===== src/rtl/fb_scanout.sv =====
// fb_scanout: scales a double-buffered 256x192 4-bit framebuffer to 1024x768,
// maps indices through a writable 16-entry palette and delays the timing
// signals so they line up with the colour output.
module fb_scanout #(
  parameter int SCALE_SHIFT = 2,
  parameter int FB_W_BITS   = 8,
  parameter int FB_WORDS    = 49152,
  parameter int ADDR_W      = 17,
  parameter int FB_LATENCY  = 2
) (
  input  logic              vclock,
  input  logic              reset,
  input  logic [10:0]       hcount,
  input  logic [9:0]        vcount,
  input  logic              hsync_in,
  input  logic              vsync_in,
  input  logic              blank_in,
  output logic [ADDR_W-1:0] fb_addr,
  input  logic [3:0]        fb_data,
  input  logic              pal_we,
  input  logic [3:0]        pal_addr,
  input  logic [11:0]       pal_data,
  input  logic              swap_req,
  output logic              swap_ack,
  output logic              buf_sel,
  output logic              hsync_out,
  output logic              vsync_out,
  output logic              blank_out,
  output logic              frame_start,
  output logic [11:0]       rgb
);

  // Address register + BRAM read latency + palette output register.
  localparam int L = FB_LATENCY + 2;
  localparam logic [ADDR_W-1:0] BUF1_BASE = ADDR_W'(FB_WORDS);

  // Timing shift registers; bit 0 is the newest sample, bit L-1 is the output.
  logic [L-1:0] hs_pipe_q, hs_pipe_d;
  logic [L-1:0] vs_pipe_q, vs_pipe_d;
  logic [L-1:0] bl_pipe_q, bl_pipe_d;
  logic [L-1:0] fs_pipe_q, fs_pipe_d;

  logic [ADDR_W-1:0]    fb_addr_q, fb_addr_d;
  logic [FB_W_BITS-1:0] src_x;
  logic [ADDR_W-1:0]    src_y;
  logic [ADDR_W-1:0]    buf_base;

  logic [11:0] rgb_q, rgb_d;
  logic [11:0] pal_q [16];
  logic [11:0] pal_d [16];

  logic vsync_prev_q, vsync_prev_d;
  logic pending_q, pending_d;
  logic buf_sel_q, buf_sel_d;
  logic swap_ack_q, swap_ack_d;
  logic vs_fall;

  // Shift the sync, blank and frame-start flags one stage per clock.
  always_comb begin
    hs_pipe_d = {hs_pipe_q[L-2:0], hsync_in};
    vs_pipe_d = {vs_pipe_q[L-2:0], vsync_in};
    bl_pipe_d = {bl_pipe_q[L-2:0], blank_in};
    fs_pipe_d = {fs_pipe_q[L-2:0], (hcount == '0) && (vcount == '0)};
  end

  // Source-pixel address from the scaled screen position; held during blanking.
  always_comb begin
    src_x     = hcount[SCALE_SHIFT +: FB_W_BITS];
    src_y     = ADDR_W'(vcount >> SCALE_SHIFT);
    buf_base  = buf_sel_q ? BUF1_BASE : '0;
    fb_addr_d = fb_addr_q;
    if (!blank_in) begin
      fb_addr_d = buf_base + (src_y << FB_W_BITS) + ADDR_W'(src_x);
    end
  end

  // Palette lookup on the returned index; blanked pixels are forced to black.
  always_comb begin
    rgb_d = bl_pipe_q[L-2] ? 12'h000 : pal_q[fb_data];
  end

  // Palette write port; a same-cycle read sees the value before the write.
  always_comb begin
    pal_d = pal_q;
    if (pal_we) begin
      pal_d[pal_addr] = pal_data;
    end
  end

  // Requests collapse into one pending swap, applied only on the vsync falling edge.
  always_comb begin
    vs_fall      = vsync_prev_q && !vsync_in;
    vsync_prev_d = vsync_in;
    buf_sel_d    = buf_sel_q;
    pending_d    = pending_q || swap_req;
    swap_ack_d   = 1'b0;
    if (vs_fall && (pending_q || swap_req)) begin
      buf_sel_d  = !buf_sel_q;
      swap_ack_d = 1'b1;
      pending_d  = 1'b0;
    end
  end

  // Pipeline, address and swap-control registers.
  always_ff @(posedge vclock or posedge reset) begin
    if (reset) begin
      hs_pipe_q    <= '1;
      vs_pipe_q    <= '1;
      bl_pipe_q    <= '1;
      fs_pipe_q    <= '0;
      fb_addr_q    <= '0;
      rgb_q        <= '0;
      vsync_prev_q <= 1'b1;
      pending_q    <= 1'b0;
      buf_sel_q    <= 1'b0;
      swap_ack_q   <= 1'b0;
    end else begin
      hs_pipe_q    <= hs_pipe_d;
      vs_pipe_q    <= vs_pipe_d;
      bl_pipe_q    <= bl_pipe_d;
      fs_pipe_q    <= fs_pipe_d;
      fb_addr_q    <= fb_addr_d;
      rgb_q        <= rgb_d;
      vsync_prev_q <= vsync_prev_d;
      pending_q    <= pending_d;
      buf_sel_q    <= buf_sel_d;
      swap_ack_q   <= swap_ack_d;
    end
  end

  // Palette register file, reset to a greyscale ramp.
  always_ff @(posedge vclock or posedge reset) begin
    if (reset) begin
      for (int i = 0; i < 16; i++) begin
        pal_q[i] <= {3{4'(i)}};
      end
    end else begin
      pal_q <= pal_d;
    end
  end

  assign fb_addr     = fb_addr_q;
  assign rgb         = rgb_q;
  assign hsync_out   = hs_pipe_q[L-1];
  assign vsync_out   = vs_pipe_q[L-1];
  assign blank_out   = bl_pipe_q[L-1];
  assign frame_start = fs_pipe_q[L-1];
  assign buf_sel     = buf_sel_q;
  assign swap_ack    = swap_ack_q;

endmodule


===== config.mk =====
export PLATFORM = sky130hd
export DESIGN_NAME = fb_scanout
export DESIGN_NICKNAME = d
export VERILOG_FILES = /design/src/rtl/fb_scanout.sv
export SDC_FILE = /design/constraint.sdc
export NUM_CORES = 1
export LEC_CHECK = 0
export BUFFER_PORTS_ARGS = -buffer_cell sky130_fd_sc_hd__buf_2
export CORE_MARGIN = 2
export CORE_UTILIZATION = 26
export CTS_BUF_LIST = sky130_fd_sc_hd__clkbuf_8
export CTS_CLUSTER_DIAMETER = 100
export DETAILED_ROUTE_END_ITERATION = 16
export PLACE_DENSITY = 0.47
export SYNTH_ARGS = -nofsm -noshare
export SYNTH_HDL_FRONTEND = slang
export SYNTH_SLANG_ARGS = --single-unit
export TNS_END_PERCENT = 10

===== constraint.sdc =====
create_clock -name vclock -period 7.1 [get_ports vclock]
set_input_delay 0.355 -clock vclock [delete_from_list [all_inputs] [get_ports vclock]]
set_output_delay 0.355 -clock vclock [all_outputs]
set_load 0.02 [all_outputs]

* After elaboration in Yosys (flattened, before gate mapping) *
Index checks and enable logic that the tools add are counted.
W data, S select, Z words.

storage, ports and cells
  bits in registers = 241
  bits of input ports = 48
  output and inout port bits = 35
  logic and storage cells = 52

cells by class
  $add $sub $neg = 2
  order comparisons = 3
  multiplexer cells = 10
  bitwise gates (word level) = 2
  reductions and logical operators = 9

operator list
  cell                  number
  $bwmux W192           1
  $bmux W12 S4          1
  $demux W12 S4         1
  $mux W12              4
  $add A16 B16 Y17      1
  $add A17 B8 Y17       1
  $mux W16              1
  $logic_not A11 Y1     1
  $ge A5 B5 Y1 const B  2
  $logic_not A10 Y1     1
  $not A4 Y5            2
  $lt A5 B1 Y1 const B  1
  $logic_and A1 B1 Y1   4
  $logic_not A1 Y1      2
  $mux W1               2
  $logic_or A1 B1 Y1    1

* Longest topological paths before layout *
Gate-level depths: netlist (run 1).

  depth after elaboration = 6
  depth in mapped cells = 7
  depth with buffers taken out = 4

* Worst setup path before layout (run 1) *
OpenSTA, ideal clock, no wires.

  kind = input to register
  from = in fb_data[0]
  to = reg rgb_q[9] (netlist: rgb[9])
  setup time = 0.129 ns
  arrival time = 1.401 ns
  data required time = 6.971 ns
  path slack = 5.570 ns
  stages = 5
  path buffers = 2
  cell sequence = buf_6 > buf_6 > mux4_2 > a311oi_1 > a21oi_1

on the way
  longest elaborated chain between the ends = 5

ends and longest elaborated chain
  element                                       RTL line  text
  start: declaration                            19        input logic [3:0] fb_data,
  $not A4 Y5 (not written as such)              79        rgb_d = bl_pipe_q[L-2] ? 12'h000 : pal_q[fb_data];
  $bmux W12 S4                                  79
  $mux W12 (not written as such) (2 in series)  79
  $mux W12                                      79
  net rgb_d[9]                                  48        logic [11:0] rgb_q, rgb_d;
  end signal: assignment                        123       rgb_q <= rgb_d;
  end: declaration                              48

The timed path passes the listed nets, and every way through them passes these cells. The select of a mux whose other input is x is not followed.
A chain may end at the register's enable or synchronous reset.

* Worst setup path after layout (run 1) *
  from = in fb_data[0]
  to = reg rgb_q[8] (netlist: rgb[8])

Same word-level chain as after synthesis.

==> results of run 1 <==
-- logic make-up after synthesis --
logic type      synth area share
xor+xnor                0.000824
fa+ha+maj                0.00306
mux                        0.322
flops                      0.578
compound gates            0.0334
simple gates              0.0345
buf+inv                   0.0291
-- synth_stat cells (all sizes together) --
cell type	number
nor3	1
fa	1
o211ai	1
nand4	1
xnor2	1
inv	7
ha	1
dfrtp	132
clkbuf	17
o21ai	7
or3	2
mux2	207
nand3	8
a311oi	5
nand3b	2
a22oi	26
nor2b	4
nand2	25
a21oi	6
mux2i	63
nor2	19
or4	1
nand2b	5
mux4	17
nor4	4
dfstp	108
buf	33
o2111ai	5
nor3b	2
and2	1
-- worst min-delay path by stage --
stage                         endpoint  cells after the start
after detailed placement  fs_pipe_q[2]                      0
final                     bl_pipe_q[0]                      1
after global routing      bl_pipe_q[0]                      1
after floorplan           fs_pipe_q[1]                      0
after CTS                 bl_pipe_q[0]                      1
after global placement    fs_pipe_q[1]                      0
-- metal layers --
| layer | wire length, µm | part of all wire | global-route usage |
|---|---|---|---|
| met1 | 12600 | 0.45 | 0.175 |
| met2 | 13700 | 0.49 | 0.226 |
| met3 | 1160 | 0.041 | 0.0298 |
| met4 | 668 | 0.024 | 0.0495 |
| met5 | 0 | 0 | 0 |
-- flip-flops by register name, indices dropped and copies added (netlist names) --
name       count
fs_pipe_q      4
swap_ack       1
buf_sel        1
bl_pipe_q      4
pal_q        192
pending_q      1
vs_pipe_q      4
fb_addr       17
hs_pipe_q      4
rgb           12
-- repair_timing --
action / CTS / global route
setup endpoints to repair: 0 / 0
hold buffers: 19 / 0
endpoints found under the hold margin: 76 / 0
-- metrics by stage --
| step | util | cell area, µm² | worst slack [ns] | instances | total power [W] |
|---|---|---|---|---|---|
| 4_1_cts | 0.315 | 12800 | 4.92 | 1398 | 0.00410 |
| 2_1_floorplan | - | 10600 | 0.336 | 712 | 0.00237 |
| 3_5_place_dp | 0.285 | 11600 | 4.29 | 1293 | 0.00255 |
| 3_3_place_gp | 0.285 | 11600 | 4.27 | 1293 | 0.00254 |
| 6_report | 0.315 | 12800 | 4.91 | 1399 | 0.00403 |
| 5_1_grt | 0.315 | 12800 | 4.77 | 1398 | 0.00424 |
-- power by group --
part | internal [W] | switching (W)
sequential | 0.00175 | 0.000141
clock | 0.000894 | 0.000602
combinational | 0.000360 | 0.000281
total | 0.00300 | 0.00102
-- cell type report --
class                           instances  area [µm²]
Antenna cell                            1        2.50
Clock buffer                           63         867
Clock inverter                         23         165
Fill cell                            4091       27800
Inverter                                7        33.8
Multi-Input combinational cell        415        4190
Sequential cell                       240        6140
Tap cell                              532         666
Timing Repair Buffer                  118         731
-- placed cells by master (no fill, tap or decap), drive strengths merged, types with 4 or more instances in the layout --
cell type | Yosys | layout
dfstp | 108 | 108
nand2b | 5 | 5
nor2 | 19 | 19
a22oi | 26 | 26
inv | 7 | 27
mux2 | 207 | 207
a21oi | 6 | 6
nand3 | 8 | 8
mux4 | 17 | 17
clkbuf | 17 | 63
dlygate4sd3 | 0 | 19
a311oi | 5 | 5
o2111ai | 5 | 5
dfrtp | 132 | 132
o21ai | 7 | 7
nor2b | 4 | 4
nand2 | 25 | 25
nor4 | 4 | 4
mux2i | 63 | 63
buf | 33 | 99
==> summary.txt, run 1 <==
Route
  – Pre-antenna DRT Iters: 4
  – DRT iter0 DRCs: 216
  – Drt total wl: 28100 µm
  – Via density: 4.52
  – Via count: 6326
  – Antenna-violating nets left: 0
  – WL/cell: 20.1 µm
  – # DRC: 0

Power
  – LEAKAGE: 5.57 nW
  – Worst vdd ir: 128 µV
  – Power per Cell Area: 315 nW/µm²

CTS
  – Number of CTS-inserted buffers: 47
  – CTS tree: yes
  – # resized after CTS: 0
  – CTS root buf: clkbuf_8
  – Reg clk slew, reported paths: 0.06 ns
  – Clock Latency Late Sink: 0.59 ns
  – CTS H-Tree Depth: 2
  – Clock tree buffer depth: 3
  – Clock sink total: 240
  – Post-CTS Setup Bufs: 0

Critical path
  – Worst reg2reg startpoint: pal_q[88]
  – CP Capture Type: register
  – Crit Path Max Fanout: 46
  – R2R depth: 3
  – Reg-to-Reg End: rgb[4]
  – Kind of critical path: in2reg
  – CP startpoint kind: primary input
  – Most frequent CP cell: buf_4
  – Flop2flop setup slack: 5.72 ns
  – Worst Path Required: 7.56 ns
  – Arr. time, crit path: 2.65 ns
  – Worst-path cell chain: buf_4, buf_4, mux4_2, a311oi_1, a21oi_1
  – Crit path depth: 5
  – Max incr delay on CP: 0.82 ns
  – Buf+Inv Stages, Crit Path: 2
  – Setup crit start: fb_data[0]
  – Worst setup path end: rgb[8]
  – Critical path's top delay family: buffers and inverters
  – Critical-path top delay cell: buf_4

Die
  – Initial Util: 0.262
  – Row cnt: 74
  – Number of I/O pins: 83
  – Die height: 206 µm
  – Die width: 206 µm
  – Area of the core: 40600 µm²
  – Die area: 42500 µm²

Logic synthesis
  – Seq/Total Area, Yosys: 0.578
  – Mapped Nets: 762
  – Area contributors post-synth: dfrtp_1 31%, dfstp_2 27%, mux2_2 19%
  – Ys Warns: 0
  – Syn avg cell area: 14.9 µm²
  – Yosys top cell by area: dfrtp_1
  – Syn Inst Count: 712
  – Seq cells post-synth: 240
  – Synth top area share: 0.311
  – Netlist cell types: 39
  – Cell Area, Synth: 10600 µm²

Global routing
  – Global-route wire length before repair: 42900 µm
  – Total grt overflow: 0
  – Pin count of the biggest net entering global routing: 110
  – Vias in the first global route: 6848
  – GRT Util Overall: 0.136
  – Initial antenna violation count: 0

STA
  – Unrepaired setup endpoints after global routing: false
  – Final Max Slew Viols: 0
  – Smallest hold slack: 0.0701 ns
  – Fmax: 0.456 GHz
  – Tcrit/Tclk final: 0.309
  – Finish-stage setup viols: 0
  – Worst Tran Pin Value: 1.07 ns
  – Layout Skew: 0.0287 ns
  – Final Hold Viols: 0
  – Slew margin rel.: 0.286
  – Min Tclk post-route: 2.19 ns
  – Sum Neg Setup Slack: 0 ns

Status
  – Status: completed

Finish
  – Nets@finish: 879
  – Layout cells sized above 1: 0.576
  – Layout area overhead: 20.3%

Placed design
  – Routability cong.: 0.710
  – Detailed placement HPWL: 16200 µm
  – Port bufs: 82

Run
  – Maximum Capacitance Violations: 0

Hold path
  – Min-delay src: blank_in
  – HP Class: in2reg
Power figures use the tool's default switching activity.
==> inputs of run 2 (changes only) <==
--- a/config.mk
+++ b/config.mk
@@ -11,7 +11,7 @@
 export CTS_BUF_LIST = sky130_fd_sc_hd__clkbuf_8
 export CTS_CLUSTER_DIAMETER = 100
 export DETAILED_ROUTE_END_ITERATION = 16
-export PLACE_DENSITY = 0.47
+export PLACE_DENSITY = 0.46
 export SYNTH_ARGS = -nofsm -noshare
 export SYNTH_HDL_FRONTEND = slang
 export SYNTH_SLANG_ARGS = --single-unit
==> constraint.sdc (replaced) <==
create_clock -name vclock -period 2.08 [get_ports vclock]
set_input_delay 0.104 -clock vclock [delete_from_list [all_inputs] [get_ports vclock]]
set_output_delay 0.104 -clock vclock [all_outputs]
set_load 0.02 [all_outputs]
==> run 2 against run 1 <==
  * Flip-flop and latch count unchanged
  * Global-route usage is 0.33 points higher
  * Largest power group unchanged
  * Hold slack improved by 0.073 ns
  * Total power increased to 3.2 times the previous value
  * Utilization increased by 0.56 points
  * Final cell count grew 2.4%
==> summary.txt, run 2 (synthesis gave the netlist of run 1 again) <==
Finish
  – Layout area overhead: 22.4%
  – Max reg flops: 192 (unchanged)
  – Layout cells sized above 1: 0.570 (-0.00574)
  – Nets@finish: 916 (+4.2%)
  – Commonest cells after routing, fill and taps aside: 183 x mux2_2, 132 x dfrtp_1, 108 x dfstp_2, 81 x buf_2, 63 x mux2i_1
  – Most common cell after layout, fill and taps aside: mux2_2
  – Post-route cell area: 13000 µm² (+1.8%)
  – Final std cells w/o fill: 1433 (+2.4%)
  – Biggest register: pal_q
  – Antenna Cells: 0 (-1)

Placed design
  – Routability cong.: 0.720 (+1.5%)
  – Dpl cells: 1316 (+1.8%)
  – Detailed placement HPWL: 17600 µm (+9.0%)
  – Port bufs: 82 (unchanged)
  – Post-place instance area: 11800 µm² (+2.1%)

Die
  – Die width: 206 µm (unchanged)
  – Area of the core: 40600 µm² (unchanged)
  – Row cnt: 74 (unchanged)
  – Die area: 42500 µm² (unchanged)
  – Number of I/O pins: 83 (unchanged)
  – Die height: 206 µm (unchanged)
  – Initial Util: 0.262 (unchanged)

STA
  – Worst Tran Pin Value: 0.659 ns (-0.412 ns)
  – Tcrit/Tclk final: 0.756
  – Unrepaired setup endpoints after global routing: false
  – Fmax: 0.636 GHz
  – Final Hold Viols: 0 (unchanged)
  – Final Max Slew Viols: 0 (unchanged)
  – Layout Skew: 0.0325 ns (+0.00380 ns)
  – Min Tclk post-route: 1.57 ns
  – Finish-stage setup viols: 0 (unchanged)
  – Slew margin rel.: 0.561 (+0.275)

CTS
  – Number of CTS-inserted buffers: 44 (-6.4%)
  – Post-CTS Setup Bufs: 0 (unchanged)
  – CTS H-Tree Depth: 2 (unchanged)
  – CTS tree: yes
  – CTS root buf: clkbuf_8
  – Reg clk slew, reported paths: 0.06 ns (about the same)
  – Clock sink total: 240 (unchanged)
  – Clock Latency Late Sink: 0.62 ns (+0.03 ns)
  – Clock tree buffer depth: 3 (unchanged)
  – # resized after CTS: 0 (unchanged)
  – Hold Buf Count CTS: 36 (+17)

Critical path
  – Arr. time, crit path: 2.11 ns (-0.54 ns)
  – Worst Path Required: 2.62 ns (-4.94 ns)
  – Max incr delay on CP: 0.59 ns (-0.23 ns)
  – Most frequent CP cell: dlygate4sd3_1
  – CP Capture Type: register
  – Crit Path Max Fanout: 2 (-96%)
  – Setup crit start: hcount[4]
  – Worst-path cell chain: dlygate4sd3_1, buf_2, or4_1, nor4_1, dlygate4sd3_1
  – Critical-path top delay cell: dlygate4sd3_1
  – CP startpoint kind: primary input
  – Buf+Inv Stages, Crit Path: 3 (+1)
  – Critical path's top delay family: buffers and inverters
  – Kind of critical path: in2reg
  – Worst reg2reg startpoint: pal_q[40]

Global routing
  – Pin count of the biggest net entering global routing: 117 (+6.4%)
  – Global-route wire length before repair: 43900 µm (+2.3%)
  – Vias in the first global route: 7094 (+3.6%)
  – Total grt overflow: 0 (unchanged)
  – Initial antenna violation count: 0 (unchanged)
  – GRT Util Overall: 0.140 (+0.00330)

Status
  – Status: completed

Power
  – Sw Pwr: 0.00351 W (+240%)
  – Sequential group share of total power: 0.496 (+0.027)
  – Net Sw Frac: 0.270 (+0.0153)
  – Power per Cell Area: 1000 nW/µm² (+220%)
  – LEAKAGE: 5.68 nW (+2.1%)
  – Int Pwr: 0.00951 W (+220%)
  – Clk pwr share: 0.330 (-0.041)
  – Worst vdd ir: 404 µV (+210%)
  – Comb pwr share: 0.175 (+0.016)

Route
  – DRT iter0 DRCs: 303 (+40%)
  – Antenna-violating nets left: 0 (unchanged)
  – WL/cell: 20.0 µm (-0.46%)
  – Via density: 4.51 (-0.17%)
  – Pre-antenna DRT Iters: 4 (unchanged)
  – # DRC: 0 (unchanged)
  – Via count: 6469 (+2.3%)
  – Drt total wl: 28700 µm (+2.0%)

Run
  – Maximum Capacitance Violations: 0 (unchanged)

Hold path
  – Min-delay src: hsync_in
  – HP Class: in2reg
-- run 2: changes by cell type in the layout (fill, tap and decap cells not counted), sizes merged --
| cell | delta |
|---|---|
| clkinv | +4 |
| clkbuf | -12 |
| diode | -1 |
| clkinvlp | +2 |
| inv | +4 |
| bufinv | -3 |
| dlygate4sd3 | +17 |
| buf | +23 |
-- run 2: stage by stage --
stage                      util  worst slack [ns]  total power (W)  setup TNS [ns]  hold slack, ns
after detailed placement  0.291             0.413          0.00878               0           0.211
after global routing      0.321             0.507           0.0138               0           0.104
after global placement    0.291             0.410          0.00873               0           0.211
after floorplan               -             -1.08          0.00808         -173.95           0.108
after CTS                 0.321             0.588           0.0133               0          0.0878
final                     0.321             0.507           0.0130               0           0.143
-- run 2: routing by layer --
layer / routed length, µm / track usage
met1: 12700 / 0.175
met2: 13900 / 0.235
met3: 1150 / 0.0328
met4: 829 / 0.0477
met5: 0 / 0
-- run 2: power groups by stage --
| stage | sequential (W) | clock (W) | combinational [W] |
|---|---|---|---|
| finish | 0.00645 | 0.00429 | 0.00227 |
| global route | 0.00659 | 0.00470 | 0.00250 |
| detailed placement | 0.00652 | 0 | 0.00226 |
| CTS | 0.00646 | 0.00449 | 0.00232 |
| global placement | 0.00651 | 0 | 0.00222 |
| floorplan | 0.00649 | 0 | 0.00159 |
-- run 2: layout make-up --
class,count,area [µm²]
Fill cell,4058,27500
Sequential cell,240,6140
Multi-Input combinational cell,415,4190
Timing Repair Buffer,158,1150
Clock buffer,51,702
Tap cell,532,666
Clock inverter,30,146
Inverter,7,30.0
-- run 2: final timing paths --
check	end	slack [ns]	cells after the start
min in group asynchronous	pal_q[108]	0.24	4
worst min-delay path	hs_pipe_q[0]	0.14	2
worst max-delay path	fs_pipe_q[0]	0.51	5
worst min register to register	fs_pipe_q[3]	0.35	0
worst max register to register	rgb[4]	0.69	3
max in group asynchronous	pal_q[183]	1.29	4
-- run 2: worst reg2reg max path: stages (launching register included) --
cell and delay (ns):
dfrtp_1 0.38, mux4_2 0.51, a311oi_1 0.28, a21oi_1 0.10
==> inputs of run 3 (changes only) <==
--- a/config.mk
+++ b/config.mk
@@ -11,7 +11,7 @@
 export CTS_BUF_LIST = sky130_fd_sc_hd__clkbuf_8
 export CTS_CLUSTER_DIAMETER = 100
 export DETAILED_ROUTE_END_ITERATION = 16
-export PLACE_DENSITY = 0.46
+export PLACE_DENSITY = 0.47
 export SYNTH_ARGS = -nofsm -noshare
 export SYNTH_HDL_FRONTEND = slang
 export SYNTH_SLANG_ARGS = --single-unit
==> constraint.sdc (replaced) <==
create_clock -name vclock -period 1.3 [get_ports vclock]
set_input_delay 0.065 -clock vclock [delete_from_list [all_inputs] [get_ports vclock]]
set_output_delay 0.065 -clock vclock [all_outputs]
set_load 0.02 [all_outputs]
==> run 3 against run 2 <==
  * Largest cell class unchanged
  * Sequential power grew 60%
  * Total power grew 64%
  * Critical path type is now reg2out
  * Utilization grew 1.5 points
  * Clock power grew 68%
  * Setup slack lost 0.58 ns
  * The flow now finishes with violations (setup timing)
  * First-iteration DRC count shrank 39%
  * Flip-flop and latch count is the same
==> summary.txt, run 3 (synthesis gave the netlist of run 1 again) <==
Critical path
  – Arr. time, crit path: 1.31 ns (-0.80 ns)
  – CP startpoint kind: register
  – Buf+Inv Stages, Crit Path: 1 (-2)
  – Worst-path cell chain: buf_6
  – Kind of critical path: reg2out
  – Crit Path Max Fanout: 1 (-1)
  – Critical path's top delay family: flip-flops
  – CP Capture Type: output pin
  – Worst Path Required: 1.24 ns (-1.38 ns)
  – Max incr delay on CP: 0.58 ns (about the same)
  – Critical-path top delay cell: dfstp_2

Die
  – Row cnt: 74 (unchanged)
  – Area of the core: 40600 µm² (unchanged)
  – Initial Util: 0.262 (unchanged)
  – Die area: 42500 µm² (unchanged)
  – Number of I/O pins: 83 (unchanged)
  – Die width: 206 µm (unchanged)
  – Die height: 206 µm (unchanged)

Finish
  – Fillcell total: 4032 (-0.64%)
  – Biggest register: pal_q
  – Layout area overhead: 28.3%
  – Layout cells sized above 1: 0.591 (+0.0203)
  – Nets@finish: 951 (+3.8%)
  – Antenna Cells: 0 (unchanged)
  – Commonest cells after routing, fill and taps aside: 183 x mux2_2, 132 x dfrtp_1, 108 x dfstp_2, 76 x buf_2, 63 x mux2i_1
  – Post-route cell area: 13600 µm² (+4.8%)
  – Most common cell after layout, fill and taps aside: mux2_2
  – Max reg flops: 192 (unchanged)

Route
  – Antenna-violating nets left: 0 (unchanged)
  – Drt total wl: 28700 µm (+0.19%)
  – WL/cell: 19.6 µm (-2.2%)
  – Via density: 4.49 (-0.60%)
  – # DRC: 0 (unchanged)
  – Pre-antenna DRT Iters: 4 (unchanged)
  – DRT iter0 DRCs: 186 (-39%)
  – Via count: 6587 (+1.8%)

STA
  – Smallest hold slack: 0.125 ns (-0.0181 ns)
  – Unrepaired setup endpoints after global routing: true
  – Min Tclk post-route: 1.37 ns
  – Final Max Slew Viols: 0 (unchanged)
  – Fmax: 0.728 GHz
  – Finish-stage setup viols: 2 (+2)
  – Tcrit/Tclk final: 1.06
  – Final Hold Viols: 0 (unchanged)
  – Layout Skew: 0.0321 ns (-0.000443 ns)
  – Worst Tran Pin Value: 0.814 ns (+0.155 ns)
  – Final worst slack: -0.0732 ns (-0.580 ns)
  – Slew margin rel.: 0.458 (-0.103)

CTS
  – CTS H-Tree Depth: 2 (unchanged)
  – Clock Latency Late Sink: 0.60 ns (-0.02 ns)
  – Reg clk slew, reported paths: 0.06 ns (about the same)
  – CTS tree: yes
  – Number of CTS-inserted buffers: 44 (unchanged)
  – Clock sink total: 240 (unchanged)
  – Clock tree buffer depth: 3 (unchanged)
  – CTS root buf: clkbuf_8

Run
  – Maximum Capacitance Violations: 0 (unchanged)

Placed design
  – Port bufs: 82 (unchanged)
  – Routability cong.: 0.746 (+3.5%)
  – Detailed placement HPWL: 19100 µm (+8.3%)
  – Place WS: -0.135 ns (-0.548 ns)
  – Post-place instance area: 12300 µm² (+4.2%)

Global routing
  – Pin count of the biggest net entering global routing: 64 (-45%)
  – Global-route wire length before repair: 43800 µm (-0.31%)
  – Vias in the first global route: 7075 (-0.27%)
  – Total grt overflow: 0 (unchanged)
  – GRT Util Overall: 0.139 (-0.000935)
  – Initial antenna violation count: 0 (unchanged)

Power
  – Worst vdd ir: 620 µV (+54%)
  – LEAKAGE: 5.97 nW (+5.1%)
  – Power per Cell Area: 1570 nW/µm² (+57%)

Hold path
  – HP Class: in2reg

Status
  – Status: finished with violations
  – Violated checks: setup timing
[run 3: cell types whose count changed in the layout (fill, tap and decap cells not counted), sizes merged, moves of 2 or more]
cell / previous run / this run
clkbuf: 51 / 53
clkinv: 4 / 2
dlymetal6s4s: 0 / 2
buf: 122 / 154
[run 3: layer usage]
metal  vias to the layer above  routed length [µm]  global-route usage
met4                         0                 691              0.0490
met3                        49                1050              0.0259
met1                      3432               13000               0.180
li1                       2979                   -                   -
met5                         -                   0                   0
met2                       127               14000               0.231
[run 3: stage by stage]
stage	util	instances	power, W	setup TNS (ns)
CTS	0.335	1467	0.0218	-0.372
global route	0.336	1468	0.0226	-0.640
detailed placement	0.303	1348	0.0142	-4.45
floorplan	-	712	0.0129	-351.81
finish	0.336	1468	0.0214	-0.0852
global placement	0.303	1348	0.0141	-3.92
[run 3: final timing paths]
check / depth (start not counted) / startpoint / slack (ns) / end
setup / recovery: 1 / bl_pipe_q[3] / -0.07 / blank_out
hold / removal: 2 / hsync_in / 0.12 / hs_pipe_q[0]
setup reg to reg: 3 / pal_q[132] / -0.01 / rgb[0]
hold reg to reg: 0 / fs_pipe_q[0] / 0.34 / fs_pipe_q[1]
max in group asynchronous: 6 / reset / 0.09 / pal_q[51]
min in group asynchronous: 5 / reset / 0.63 / pal_q[82]
[run 3: power breakdown]
part / switching, W / internal (W)
Clock: 0.00331 / 0.00390
Combinational: 0.00165 / 0.00220
Sequential: 0.000786 / 0.00955
Total: 0.00575 / 0.0157
[run 3: final cells by class]
class	instances	area [µm²]	area share
clock inverters	28	150	0.0110
repair buffers	193	1710	0.125
inverters	7	30.0	0.00220
clock buffers	53	729	0.0535
flip-flops and latches	240	6140	0.450
multi-input cells	415	4220	0.309
well taps	532	666	0.0488
[run 3: timing repair]
item,in CTS,in global routing
setup buffers,0,0
endpoints found under the setup margin,18,17
hold buffers,38,1
resized for setup,12,7
hold endpoints to repair,436,1
pin swaps,1,1
gates cloned,0,0
